[src/rtl/fifo_pkg.sv]
// Shared helpers for the asynchronous FIFO pointer blocks: Gray/binary conversion
// and per-instance size derivation.
package fifo_pkg;

  // Widest pointer the conversion helpers handle; narrower pointers are zero-extended.
  localparam int unsigned MAX_W = 32;

  function automatic int unsigned ptr_w(input int unsigned addr_width);
    return addr_width + 1;
  endfunction

  function automatic int unsigned depth(input int unsigned addr_width);
    return 32'd1 << addr_width;
  endfunction

  function automatic logic [MAX_W-1:0] bin2gray(input logic [MAX_W-1:0] b);
    return b ^ (b >> 1);
  endfunction

  // XOR prefix from the MSB down; leading zeros of a narrower pointer pass through unchanged.
  function automatic logic [MAX_W-1:0] gray2bin(input logic [MAX_W-1:0] g);
    logic [MAX_W-1:0] b;
    b[MAX_W-1] = g[MAX_W-1];
    for (int i = MAX_W - 2; i >= 0; i--) begin
      b[i] = b[i+1] ^ g[i];
    end
    return b;
  endfunction

endpackage

[src/rtl/sync_nff.sv]
// Multi-flop synchroniser for Gray-coded pointers crossing clock domains.
// The first flop samples d directly; nothing may sit between d and that flop.
module sync_nff #(
  parameter int unsigned WIDTH  = 6,
  parameter int unsigned STAGES = 2
) (
  input  logic             clk,
  input  logic             rst_n,
  input  logic [WIDTH-1:0] d,
  output logic [WIDTH-1:0] q
);

  logic [STAGES-1:0][WIDTH-1:0] stages;

  // NOTE: synchroniser flops are reset so a stale pointer from before reset can never
  // reach the flag logic; all state here is flops, so a single '0 clears it.
  always_ff @(posedge clk or negedge rst_n) begin
    if (!rst_n) begin
      stages <= '0;
    end else begin
      stages <= {stages[STAGES-2:0], d};
    end
  end

  assign q = stages[STAGES-1];

endmodule

[src/rtl/fifo_wptr_full.sv]
// Write-side pointer and flag stage of the asynchronous FIFO (write clock domain):
// write pointer, Gray pointer export, read-pointer sync, full/almost-full/level/overflow.
module fifo_wptr_full
  import fifo_pkg::*;
#(
  parameter int unsigned ADDR_WIDTH   = 5,
  parameter int unsigned SYNC_STAGES  = 2,
  parameter int unsigned AFULL_THRESH = 28
) (
  input  logic                  clk,
  input  logic                  rst_n,
  input  logic                  winc,
  input  logic [ADDR_WIDTH:0]   rptr_gray_async,
  output logic                  wen,
  output logic [ADDR_WIDTH-1:0] waddr,
  output logic [ADDR_WIDTH:0]   wptr_gray,
  output logic                  wfull,
  output logic                  walmost_full,
  output logic [ADDR_WIDTH:0]   wlevel,
  output logic                  wovf
);

  localparam int unsigned PTR_W     = ptr_w(ADDR_WIDTH);
  localparam int unsigned DEPTH     = depth(ADDR_WIDTH);
  localparam int unsigned AFULL_LIM = (AFULL_THRESH > DEPTH) ? DEPTH : AFULL_THRESH;

  logic [PTR_W-1:0] wbin;
  logic [PTR_W-1:0] bnext;
  logic [PTR_W-1:0] gnext;
  logic [PTR_W-1:0] rq;
  logic [PTR_W-1:0] rbin;
  logic [PTR_W-1:0] full_ptr;
  logic [PTR_W-1:0] level_next;

  sync_nff #(
    .WIDTH  (PTR_W),
    .STAGES (SYNC_STAGES)
  ) u_rptr_sync (
    .clk   (clk),
    .rst_n (rst_n),
    .d     (rptr_gray_async),
    .q     (rq)
  );

  // A write is accepted only against the registered full flag, so a write in the
  // cycle where full is about to clear is still rejected.
  assign wen   = winc & ~wfull;
  assign waddr = wbin[ADDR_WIDTH-1:0];

  // NOTE: every signal here is fully assigned on every pass, so no latch can be inferred.
  always_comb begin
    rbin       = PTR_W'(gray2bin(MAX_W'(rq)));
    bnext      = wbin + PTR_W'(wen);
    gnext      = PTR_W'(bin2gray(MAX_W'(bnext)));
    // Full when the write pointer is one lap ahead: Gray form has the top two bits inverted.
    full_ptr   = {~rq[PTR_W-1 -: 2], rq[PTR_W-3:0]};
    level_next = bnext - rbin;
  end

  // NOTE: state updates use non-blocking assignments so every flop samples pre-edge values.
  always_ff @(posedge clk or negedge rst_n) begin
    if (!rst_n) begin
      wbin         <= '0;
      wptr_gray    <= '0;
      wfull        <= 1'b0;
      walmost_full <= 1'b0;
      wlevel       <= '0;
      wovf         <= 1'b0;
    end else begin
      wbin         <= bnext;
      wptr_gray    <= gnext;
      wfull        <= (gnext == full_ptr);
      wlevel       <= level_next;
      walmost_full <= (MAX_W'(level_next) >= AFULL_LIM);
      wovf         <= winc & wfull;
    end
  end

endmodule

[config.mk]
export PLATFORM = sky130hd
export DESIGN_NAME = fifo_wptr_full
export DESIGN_NICKNAME = d
export VERILOG_FILES = /design/src/rtl/fifo_pkg.sv /design/src/rtl/sync_nff.sv /design/src/rtl/fifo_wptr_full.sv
export SDC_FILE = /design/constraint.sdc
export NUM_CORES = 1
export LEC_CHECK = 0
export ABC_AREA = 1
export BUFFER_PORTS_ARGS = -buffer_cell sky130_fd_sc_hd__buf_4
export CAP_MARGIN = 0
export CELL_PAD_IN_SITES_DETAIL_PLACEMENT = 1
export CELL_PAD_IN_SITES_GLOBAL_PLACEMENT = 2
export CORE_ASPECT_RATIO = 1.25
export CORE_MARGIN = 3
export CORE_UTILIZATION = 35
export CTS_CLUSTER_DIAMETER = 120
export DETAILED_ROUTE_END_ITERATION = 8
export PLACE_DENSITY_LB_ADDON = 0.1
export SLEW_MARGIN = 0
export SYNTH_ARGS = -nofsm -noshare
export SYNTH_HDL_FRONTEND = slang
export SYNTH_SLANG_ARGS = --single-unit
[constraint.sdc]
create_clock -name clk -period 3.74 [get_ports clk]
set_input_delay 0.187 -clock clk [delete_from_list [all_inputs] [get_ports clk]]
set_output_delay 0.187 -clock clk [all_outputs]
set_load 0.02 [all_outputs]
==> qor.txt, run 1 <==
Cell taking the most area after synthesis -> dfrtp_1
Setup violations, final -> 0
Die area -> 0.00521 mm²
Main area contributors after synthesis -> dfrtp_1 (52%), nand2_1 (11%), nand3_1 (8.2%)
Seq/Total Area, Yosys -> 52.2%
FF+latch area -> 801 µm²
Total grt overflow -> 0
Clock Sink Count -> 32
Critical path launch point type -> flop
Unrepaired setup endpoints after global routing -> no
Multi-input logic area -> 629 µm²
Top Metal Used -> met4
Post-DR wirelength/cell -> 12.8 µm
Synth warn -> 0
WL final -> 3.38 mm
Fin. max-slew vios -> 0
Max-cap viol count -> 0
Worst-case clock buffer depth -> 2
Filler cells -> 516
Met3 WL -> 120 µm
Mapped cell area -> 0.00153 mm²
CP peak stage delay -> 0.39 ns
Min Tclk post-route -> 2.56 ns
ANT cells -> 0
Clk Tree Root Cell -> clkbuf_8
Status -> finished clean
Worst-Margin Slew -> 0.407 ns
Worst path cell trace -> nor2_1 -> ha_1 -> ha_1 -> nand2_1 -> nand2_2 -> inv_1 -> ha_1 -> a21oi_1 -> nand2_1 -> xnor2_1 -> inv_1 -> nand3_1 -> nand3_1
Hold Path Class -> input pin to flop
Yosys reg bits -> 32
CTS H-tree lvls -> 2
TNS Setup -> 0 ns
Detailed Routing Iterations Pass 1 -> 4
Critical path class -> flop to flop
First-pass GRT wire length -> 6.01 mm
Largest net degree at the start of global routing -> 33
Fin. Hold Viols -> 0
DP Wirelength -> 2.72 mm
Worst slew margin -> 72.9%
GRT Total Usage -> 15.3%
Critical Path RT -> 3.91 ns
Total nets after synthesis -> 183
Die height -> 80.0 µm
Row cnt -> 26
Cells on Worst Hold Path -> 1
Share of layout cells above drive strength 1 -> 26.0%
Netlist cell types -> 22
Net count, final -> 224
CTS tree -> done
Vias/cell -> 4.65
Synth-to-Final Area Change -> 29.5%
Worst path arrival time -> 2.73 ns
CTS buffer count -> 5
R2R cell count -> 13
Leak -> 0.00104 µW
Cell count after synthesis -> 166
Top Ports -> 30
Routed wl met2 -> 1.79 mm
Max IR drop VDD -> 392 µV
Layout Skew -> 0.00613 ns
Syn Area/Cell -> 9.23 µm²
Design Power -> 1800 µW
Area of the core -> 0.00416 mm²
Final Core Density -> 47.7%
Via Count -> 1228
Crit end category -> flop
Power density cells -> 908 mW/mm²
Fin crit share -> 68.5%
Maximum fanout along the worst path -> 5
Die Wd -> 65.2 µm
Initial antenna violation count -> 0
Vias in the first global route -> 1324
Max Clock Freq -> 390 MHz
Port Buffer Count -> 29
Most frequent CP cell -> ha_1
GP Congestion -> 0.778
Wl on met1 -> 1.37 mm
Clock Latency Late Sink -> 0.29 ns
Remaining antenna violation count -> 0
Post-CTS resize count -> 0
Slowest CP cell -> dfrtp_1
Clock transition at path regs -> 0.07 ns
# DRC -> 0
DRT iter0 DRCs -> 27
Initial Utilization -> 36.8%
Setup Buffers After CTS -> 0
Yosys top cell area share -> 52.2%
-- registers in the layout, indices dropped and copies added (netlist names) --
signal	cells
u_rptr_sync.q	6
u_rptr_sync.stages	6
walmost_full	1
wbin	6
wfull	1
wlevel	6
wovf	1
wptr_gray	5
-- through the flow --
| stage | setup WS (ns) | area [µm²] | hold WS [ns] | instances |
|---|---|---|---|---|
| 5_1_grt | 0.809 | 1980 | 0.00120 | 264 |
| 2_1_floorplan | 1.14 | 1530 | -0.109 | 166 |
| 3_3_place_gp | 1.23 | 1810 | 0.143 | 250 |
| 6_report | 1.18 | 1980 | 0.00909 | 264 |
| 4_1_cts | 1.12 | 1970 | 0.00167 | 263 |
| 3_5_place_dp | 1.14 | 1810 | 0.150 | 250 |
-- worst max-delay path, delay by kind of cell (launching register included) --
kind	cells	cell delay (ns)
AOI/OAI and AO/OA	1	0.20
and+or+nand+nor	6	0.62
buffers and inverters	2	0.15
DFF	1	0.39
adders and majority gates	3	0.92
xor gates and xnor gates	1	0.14
-- power by group --
| group | switching, µW | internal (µW) | leakage, µW | total (µW) |
|---|---|---|---|---|
| logic | 577 | 357 | 0.000607 | 934 |
| clock network | 132 | 197 | 0.0000541 | 329 |
| registers | 77.5 | 461 | 0.000382 | 539 |
| total | 787 | 1010 | 0.00104 | 1800 |
-- cells in the final DEF, fill, tap and decap left out, types with 2 or more instances in the layout --
cell	instances
nor2_1	2
dlygate4sd3_1	6
a21oi_1	3
buf_4	29
nand3_2	4
inv_1	24
nand4_1	5
xnor2_1	2
nand3_1	25
dfrtp_1	32
o21ai_2	2
nand2_2	7
clkbuf_8	5
nand2_1	43
clkinv_2	2
ha_1	7
-- layer usage --
metal | global-route usage (%) | vias up
met5 | 0 | -
met4 | 7.88 | 0
met3 | 3.80 | 8
met2 | 26.1 | 23
met1 | 17.5 | 582
li1 | - | 615
-- kinds of logic after synthesis --
family	synth area share, %
and+or+nand+nor	29.4
DFF	52.2
buffers and inverters	6.69
adders and majority gates	7.02
AOI/OAI and AO/OA	2.94
xor gates and xnor gates	1.71
-- cell usage after synthesis (all sizes together) --
| cell type | count |
|---|---|
| buf | 1 |
| nor2 | 4 |
| o211ai | 1 |
| nand3 | 30 |
| a21oi | 3 |
| nand2 | 50 |
| ha | 7 |
| clkinv | 1 |
| inv | 24 |
| dfrtp | 32 |
| fa | 1 |
| nand4 | 5 |
| xnor2 | 2 |
| o21ai | 3 |
| nand2b | 1 |
| xor2 | 1 |
-- layout make-up --
cell class                      count  area share (%)
Sequential cell                    32            40.4
Clock buffer                        5            3.47
Inverter                           25            4.79
Clock inverter                      3            2.14
Multi-Input combinational cell    108            31.7
Timing Repair Buffer               35            14.0
Tap cell                           56            3.53
-- final timing paths --
check	startpoint	endpoint	slack, ns
worst min-delay path	rptr_gray_async[1]	u_rptr_sync.stages[1]	0.009
worst max-delay path	wfull	walmost_full	1.18
max in group asynchronous	rst_n	u_rptr_sync.q[5]	3.06
min in group asynchronous	rst_n	wovf	0.38
worst min register to register	u_rptr_sync.stages[0]	u_rptr_sync.q[0]	0.35
worst max register to register	wfull	walmost_full	1.18
-- repair_timing --
action / in CTS / in global routing
hold buffers: 5 / 1
hold endpoints to repair: 36 / 1
endpoints found under the setup margin: 0 / 0
No activity file was read; power rests on OpenSTA's default activity.
==> run 2, diff against run 1 <==
--- a/config.mk
+++ b/config.mk
@@ -5,14 +5,14 @@
 export SDC_FILE = /design/constraint.sdc
 export NUM_CORES = 1
 export LEC_CHECK = 0
-export ABC_AREA = 1
+export ABC_AREA = 0
 export BUFFER_PORTS_ARGS = -buffer_cell sky130_fd_sc_hd__buf_4
 export CAP_MARGIN = 0
 export CELL_PAD_IN_SITES_DETAIL_PLACEMENT = 1
 export CELL_PAD_IN_SITES_GLOBAL_PLACEMENT = 2
 export CORE_ASPECT_RATIO = 1.25
 export CORE_MARGIN = 3
-export CORE_UTILIZATION = 35
+export CORE_UTILIZATION = 36
 export CTS_CLUSTER_DIAMETER = 120
 export DETAILED_ROUTE_END_ITERATION = 8
 export PLACE_DENSITY_LB_ADDON = 0.1
==> constraint.sdc (replaced) <==
create_clock -name clk -period 2.5 [get_ports clk]
set_input_delay 0.125 -clock clk [delete_from_list [all_inputs] [get_ports clk]]
set_output_delay 0.125 -clock clk [all_outputs]
set_load 0.02 [all_outputs]
==> run 2 against run 1 <==
Against the previous run:
- the run now ends with setup timing left
- sequential cell count unchanged
- sequential power increased by 55%
- first-iteration DRC count decreased by 3.7%
- combinational power increased by 150%
- via count decreased by 12%
- utilization increased by 9.1 points
- synthesized area unchanged
- clock power increased by 20%
- clock skew decreased by 0.0029 ns
- power increased by 96%
- critical path type unchanged
- critical endpoint unchanged
==> qor.txt, run 2 <==
Worst path arrival time -> 3.21 ns
Remaining antenna violation count -> 0
Largest net degree at the start of global routing -> 33
Maximum fanout along the worst path -> 4
Min Tclk post-route -> 3.05 ns
CP peak stage delay -> 0.42 ns
Status -> finished with violations
ANT cells -> 0
Die Wd -> 64.4 µm
Crit path max-delay family -> XOR/XNOR gates
Total nets after synthesis -> 137
Cell taking the most area after synthesis -> dfrtp_1
Leak -> 0.00107 µW
Commonest non-fill, non-tap cells in the layout -> buf_4 (51), dfrtp_1 (32), xnor2_1 (12), inv_1 (10), dlygate4sd3_1 (7)
Die area -> 0.00508 mm²
Cells on Worst Hold Path -> 2
Layout Skew -> 0.00324 ns
Fin crit share -> 122%
Yosys reg bits -> 32
TNS Setup -> -1.01 ns
GP Congestion -> 0.808
Worst-case clock buffer depth -> 2
WP buf/inv -> 0
First-pass GRT wire length -> 5.97 mm
Row cnt -> 25
Fin. Hold Viols -> 0
Most common cell in the netlist -> dfrtp_1
R2r setup slk -> -0.55 ns
Synth async-reset ratio -> 100%
Max IR drop VDD -> 718 µV
Hold endpoint -> wovf
Initial Utilization -> 38.9%
Worst-Margin Slew -> 0.395 ns
Synth warn -> 0
Design Power -> 3540 µW
DRT iter0 DRCs -> 26
Die height -> 79.0 µm
Mapped cell area -> 0.00153 mm²
Syn Area/Cell -> 12.8 µm²
Via Count -> 1081
Post-synth top flop -> dfrtp_1
Power density cells -> 1580 mW/mm²
GRT Total Usage -> 15.4%
Detailed Routing Iterations Pass 1 -> 3
WHS -> 0.0835 ns
Vias/cell -> 4.54
Cell count after synthesis -> 120
Hold Path Class -> input pin to flop
Failing checks -> setup timing
Most frequent CP cell -> xor2_2
Number of flops mapped to enable cells by yosys -> 0
Synth-to-Final Area Change -> 46.0%
Post-DR wirelength/cell -> 14.7 µm
RR Endpoint -> walmost_full
Yosys top cell area share -> 52.2%
Slowest CP cell -> fa_2
Most common cell after layout, fill and taps aside -> buf_4
Clk Tree Root Cell -> clkbuf_8
Net count, final -> 200
Initial antenna violation count -> 0
Setup violations, final -> 4
Crit path depth -> 12
Crit end category -> flop
Critical R2R Launch -> u_rptr_sync.q[4]
Final setup margin -> -0.551 ns
Netlist cell types -> 39
Top cells by count, synth -> dfrtp_1 (32), xnor2_1 (14), inv_1 (10), ha_1 (7), xor2_1 (6)
Worst slew margin -> 73.6%
Unrepaired setup endpoints after global routing -> yes
Worst slack, placed -> -0.580 ns
WL final -> 3.51 mm
Critical Path RT -> 2.66 ns
CTS tree -> done
Top Ports -> 30
Critical path class -> flop to flop
Final Core Density -> 56.8%
Max Clock Freq -> 328 MHz
R2R cell count -> 12
Share of layout cells above drive strength 1 -> 43.5%
Seq/Total Area, Yosys -> 52.2%
Vias in the first global route -> 1263
Fin. max-slew vios -> 0
Critical path launch point type -> flop
Max-cap viol count -> 0
CTS buffer count -> 5
Area of the core -> 0.00394 mm²
Clock Sink Count -> 32
DP Wirelength -> 2.63 mm
Clock Latency Late Sink -> 0.27 ns
Port Buffer Count -> 29
Worst path cell trace -> xnor2_2 -> xor2_2 -> xor2_2 -> xor2_2 -> xnor2_1 -> ha_2 -> fa_2 -> xnor2_2 -> a31oi_2 -> and3_4 -> o32ai_2 -> a211o_1
CTS H-tree lvls -> 2
Clock transition at path regs -> 0.06 ns
Total grt overflow -> 0
Hold Startpoint -> winc
Main area contributors after synthesis -> dfrtp_1 (52%), xnor2_1 (8.0%), ha_1 (5.7%)
# DRC -> 0
run 2: cell count changes in the layout (fill, tap and decap cells not counted), moves of 4 or more:
cell,change
xnor2_1,+10
xor2_1,+5
nand3_2,-4
nand2_1,-41
xor2_2,+4
inv_1,-14
buf_4,+22
nand2_2,-7
nand4_1,-4
nand3_1,-23
run 2: where the power goes:
part | switching [µW] | internal [µW]
Clock | 170 | 224
Combinational | 1130 | 1180
Sequential | 130 | 705
run 2: layout make-up:
type	instances	area, µm²
Clock buffer	8	90.1
Tap cell	54	67.6
Sequential cell	32	801
Fill cell	438	1700
Timing Repair Buffer	59	464
Inverter	10	37.5
Multi-Input combinational cell	75	777
run 2: cell families after synthesis:
family | synth area share, %
fa+ha+maj | 7.02
simple gates | 8.49
compound gates | 8.16
xor+xnor | 20.0
mux | 0.653
flops | 52.2
buf+inv | 3.43
run 2: metal layers:
layer	vias up	part of all wire, %	track usage (%)
met3	5	3.7	3.25
li1	524	-	-
met4	0	1.5	5.29
met2	21	55	29.9
met1	531	39	16.2
met5	-	0	0
run 2: stage by stage:
stage | instance area, µm² | std cells
after floorplan | 1560 | 120
after global placement | 1960 | 218
after detailed placement | 1960 | 218
after CTS | 2180 | 237
after global routing | 2240 | 238
final | 2240 | 238
run 2: worst register-to-register path: stages (launching register included):
cell and delay, ns:
dfrtp_1 0.41, xnor2_2 0.25, xor2_2 0.25, xor2_2 0.24, xor2_2 0.20, xnor2_1 0.09, ha_2 0.19, fa_2 0.42
xnor2_2 0.18, a31oi_2 0.16, and3_4 0.23, o32ai_2 0.09, a211o_1 0.23
run 2: worst max-delay path by stage:
stage	from	slack, ns	endpoint
finish	u_rptr_sync.q[4]	-0.55	walmost_full
detailed placement	u_rptr_sync.q[4]	-0.58	walmost_full
CTS	u_rptr_sync.q[5]	-0.54	walmost_full
floorplan	u_rptr_sync.q[4]	-0.29	walmost_full
global route	u_rptr_sync.q[4]	-0.76	walmost_full
global placement	u_rptr_sync.q[4]	-0.36	walmost_full
run 2: repair_timing:
item	CTS	global route
resized for setup	6	9
hold buffers	7	0
endpoints found under the hold margin	38	0
buffers inserted	5	3
endpoints found under the setup margin	5	5
pin swaps	10	11
==> run 3, diff against run 2 <==
--- a/config.mk
+++ b/config.mk
@@ -5,14 +5,14 @@
 export SDC_FILE = /design/constraint.sdc
 export NUM_CORES = 1
 export LEC_CHECK = 0
-export ABC_AREA = 0
+export ABC_AREA = 1
 export BUFFER_PORTS_ARGS = -buffer_cell sky130_fd_sc_hd__buf_4
 export CAP_MARGIN = 0
 export CELL_PAD_IN_SITES_DETAIL_PLACEMENT = 1
 export CELL_PAD_IN_SITES_GLOBAL_PLACEMENT = 2
 export CORE_ASPECT_RATIO = 1.25
 export CORE_MARGIN = 3
-export CORE_UTILIZATION = 36
+export CORE_UTILIZATION = 32
 export CTS_CLUSTER_DIAMETER = 120
 export DETAILED_ROUTE_END_ITERATION = 8
 export PLACE_DENSITY_LB_ADDON = 0.1
==> run 3 against run 2 <==
Against the previous run:
- the run now ends clean
- die area grew 11%
- non-clock buffer count fell by 20
- global-route usage is 1.2 points lower
- sequential cell count unchanged
- utilization down 11 points
- power is 21% lower
- first-iteration DRC count rose by 50%
- clock-buffer cell count shrank 2
- cell count rose by 13%
- clock skew up 0.0024 ns
- sequential share of layout area increased by 2.6 points
==> qor.txt, run 3 (synthesis results as in run 1) <==
Status -> finished clean
Setup violations, final -> 0
Die area -> 0.00566 mm²
Worst slack, placed -> -0.0638 ns
Largest net degree at the start of global routing -> 33
Critical path launch point type -> flop
ANT cells -> 0
R2r setup slk -> 0.21 ns
Grt peak-use layer -> met2
Via Count -> 1219
GRT Total Usage -> 14.3%
CTS buffer count -> 5
Hold Startpoint -> winc
Power density cells -> 1330 mW/mm²
Row cnt -> 27
GP Congestion -> 0.763
Top Ports -> 30
Area of the core -> 0.00453 mm²
Worst path arrival time -> 2.51 ns
Fin. Hold Viols -> 0
Max-cap viol count -> 0
Synth-to-Final Area Change -> 35.9%
Clock Latency Late Sink -> 0.29 ns
Clock Power Share -> 14.7%
Clock Sink Count -> 32
Net count, final -> 228
Met3 usage -> 4.06%
Die Wd -> 67.9 µm
Port Buffer Count -> 29
Critical R2R Launch -> u_rptr_sync.q[5]
TNS Setup -> 0 ns
Min Tclk post-route -> 2.29 ns
Post-DR wirelength/cell -> 13.2 µm
Cells on Worst Hold Path -> 3
Die height -> 83.4 µm
Share of layout cells above drive strength 1 -> 35.8%
Detailed Routing Iterations Pass 1 -> 3
Remaining antenna violation count -> 0
Final Core Density -> 46.0%
CTS tree -> done
Int Power -> 1560 µW
Worst-Margin Slew -> 0.406 ns
Most common cell after layout, fill and taps aside -> nand2_1
Hold endpoint -> wovf
Final setup margin -> 0.210 ns
M1 GR Usage -> 17.0%
First-pass GRT wire length -> 6.03 mm
Hold Path Class -> input pin to flop
Commonest non-fill, non-tap cells in the layout -> nand2_1 (38), buf_4 (32), dfrtp_1 (32), inv_1 (22), nand3_1 (22)
# DRC -> 0
Grt met2 use -> 23.5%
Critical Path RT -> 2.72 ns
Total grt overflow -> 0
Vias/cell -> 4.51
Initial Utilization -> 33.9%
Leak -> 0.00107 µW
Maximum fanout along the worst path -> 3
Max Clock Freq -> 437 MHz
DP Wirelength -> 2.75 mm
Fin crit share -> 91.6%
Reg power frac -> 29.3%
Crit end category -> flop
Critical path class -> flop to flop
CTS H-tree lvls -> 2
DRT iter0 DRCs -> 39
Layout Skew -> 0.00561 ns
Initial antenna violation count -> 0
Combinational power share -> 56.0%
Clock transition at path regs -> 0.07 ns
Switching share of power -> 44.0%
WL final -> 3.55 mm
Worst-case clock buffer depth -> 2
RR Endpoint -> walmost_full
Max IR drop VDD -> 510 µV
Fin. max-slew vios -> 0
Worst slew margin -> 72.9%
WHS -> 0.0331 ns
R2R cell count -> 16
Sw power -> 1220 µW
Clk Tree Root Cell -> clkbuf_8
Vias in the first global route -> 1326
run 3: cell types whose count changed in the layout (fill, tap and decap cells not counted), sizes merged, moves of 3 or more:
cell | previous run | this run
nand2 | 2 | 50
nand3 | 2 | 30
buf | 52 | 32
inv | 10 | 24
xnor2 | 15 | 2
xor2 | 10 | 1
nand4 | 1 | 5
nor2b | 4 | 0
clkinv | 0 | 3
nor2 | 1 | 4
run 3: timing repair:
| item | CTS | global route |
|---|---|---|
| pin swaps | 0 | 4 |
| hold endpoints to repair | 38 | 0 |
| setup buffers | 0 | 1 |
| hold buffers | 7 | 0 |
| resized for setup | 3 | 19 |
| endpoints found under the setup margin | 2 | 4 |
run 3: layout make-up:
cell class | instances | area (µm²)
clock buffers | 6 | 82.6
clock inverters | 2 | 10.0
fillers | 531 | 2440
inverters | 25 | 95.1
multi-input cells | 108 | 712
flip-flops and latches | 32 | 801
well taps | 58 | 72.6
repair buffers | 39 | 310
run 3: worst max path at each step:
stage                          start           end  slack [ns]  cells past startpoint
floorplan                      wfull  walmost_full        0.02                     13
global placement               wfull  walmost_full       -0.01                     13
detailed placement             wfull  walmost_full       -0.06                     14
CTS                            wfull  walmost_full       0.008                     13
global route        u_rptr_sync.q[4]  walmost_full       -0.01                     17
finish              u_rptr_sync.q[5]  walmost_full        0.21                     16
run 3: worst max-delay path: stages (launching register included):
cell     delay (ns)
dfrtp_1        0.41
nand2_1        0.13
nand2_2        0.08
nand2_2        0.08
nand2_2        0.06
nand2_2        0.08
nand2_2        0.07
nand2_2        0.07
nand2_2        0.06
nand2_1        0.06
nand2_1        0.06
ha_2           0.19
fa_2           0.38
o21ai_2        0.13
xor2_1         0.20
nand3_1        0.10
nand3_1        0.07
run 3: power groups by stage:
stage               combinational [µW]  clock [µW]  sequential, µW
finish                            1560         410             813
global route                      1770         453             837
CTS                               1480         425             809
detailed placement                1450           0             814
global placement                  1430           0             807
floorplan                          783           0             974
run 3: per-stage QoR:
stage / total power, µW / instance area (µm²) / instances
2_1_floorplan: 1760 / 1540 / 166
5_1_grt: 3060 / 2080 / 270
3_5_place_dp: 2260 / 1830 / 254
6_report: 2780 / 2080 / 270
3_3_place_gp: 2230 / 1830 / 254
4_1_cts: 2710 / 2000 / 269
run 3: metal layers:
metal  up-vias  share of wire, %
met5         -                 0
met4         0               1.5
met3         6               4.0
met2        23                54
met1       571                41
li1        619                 -
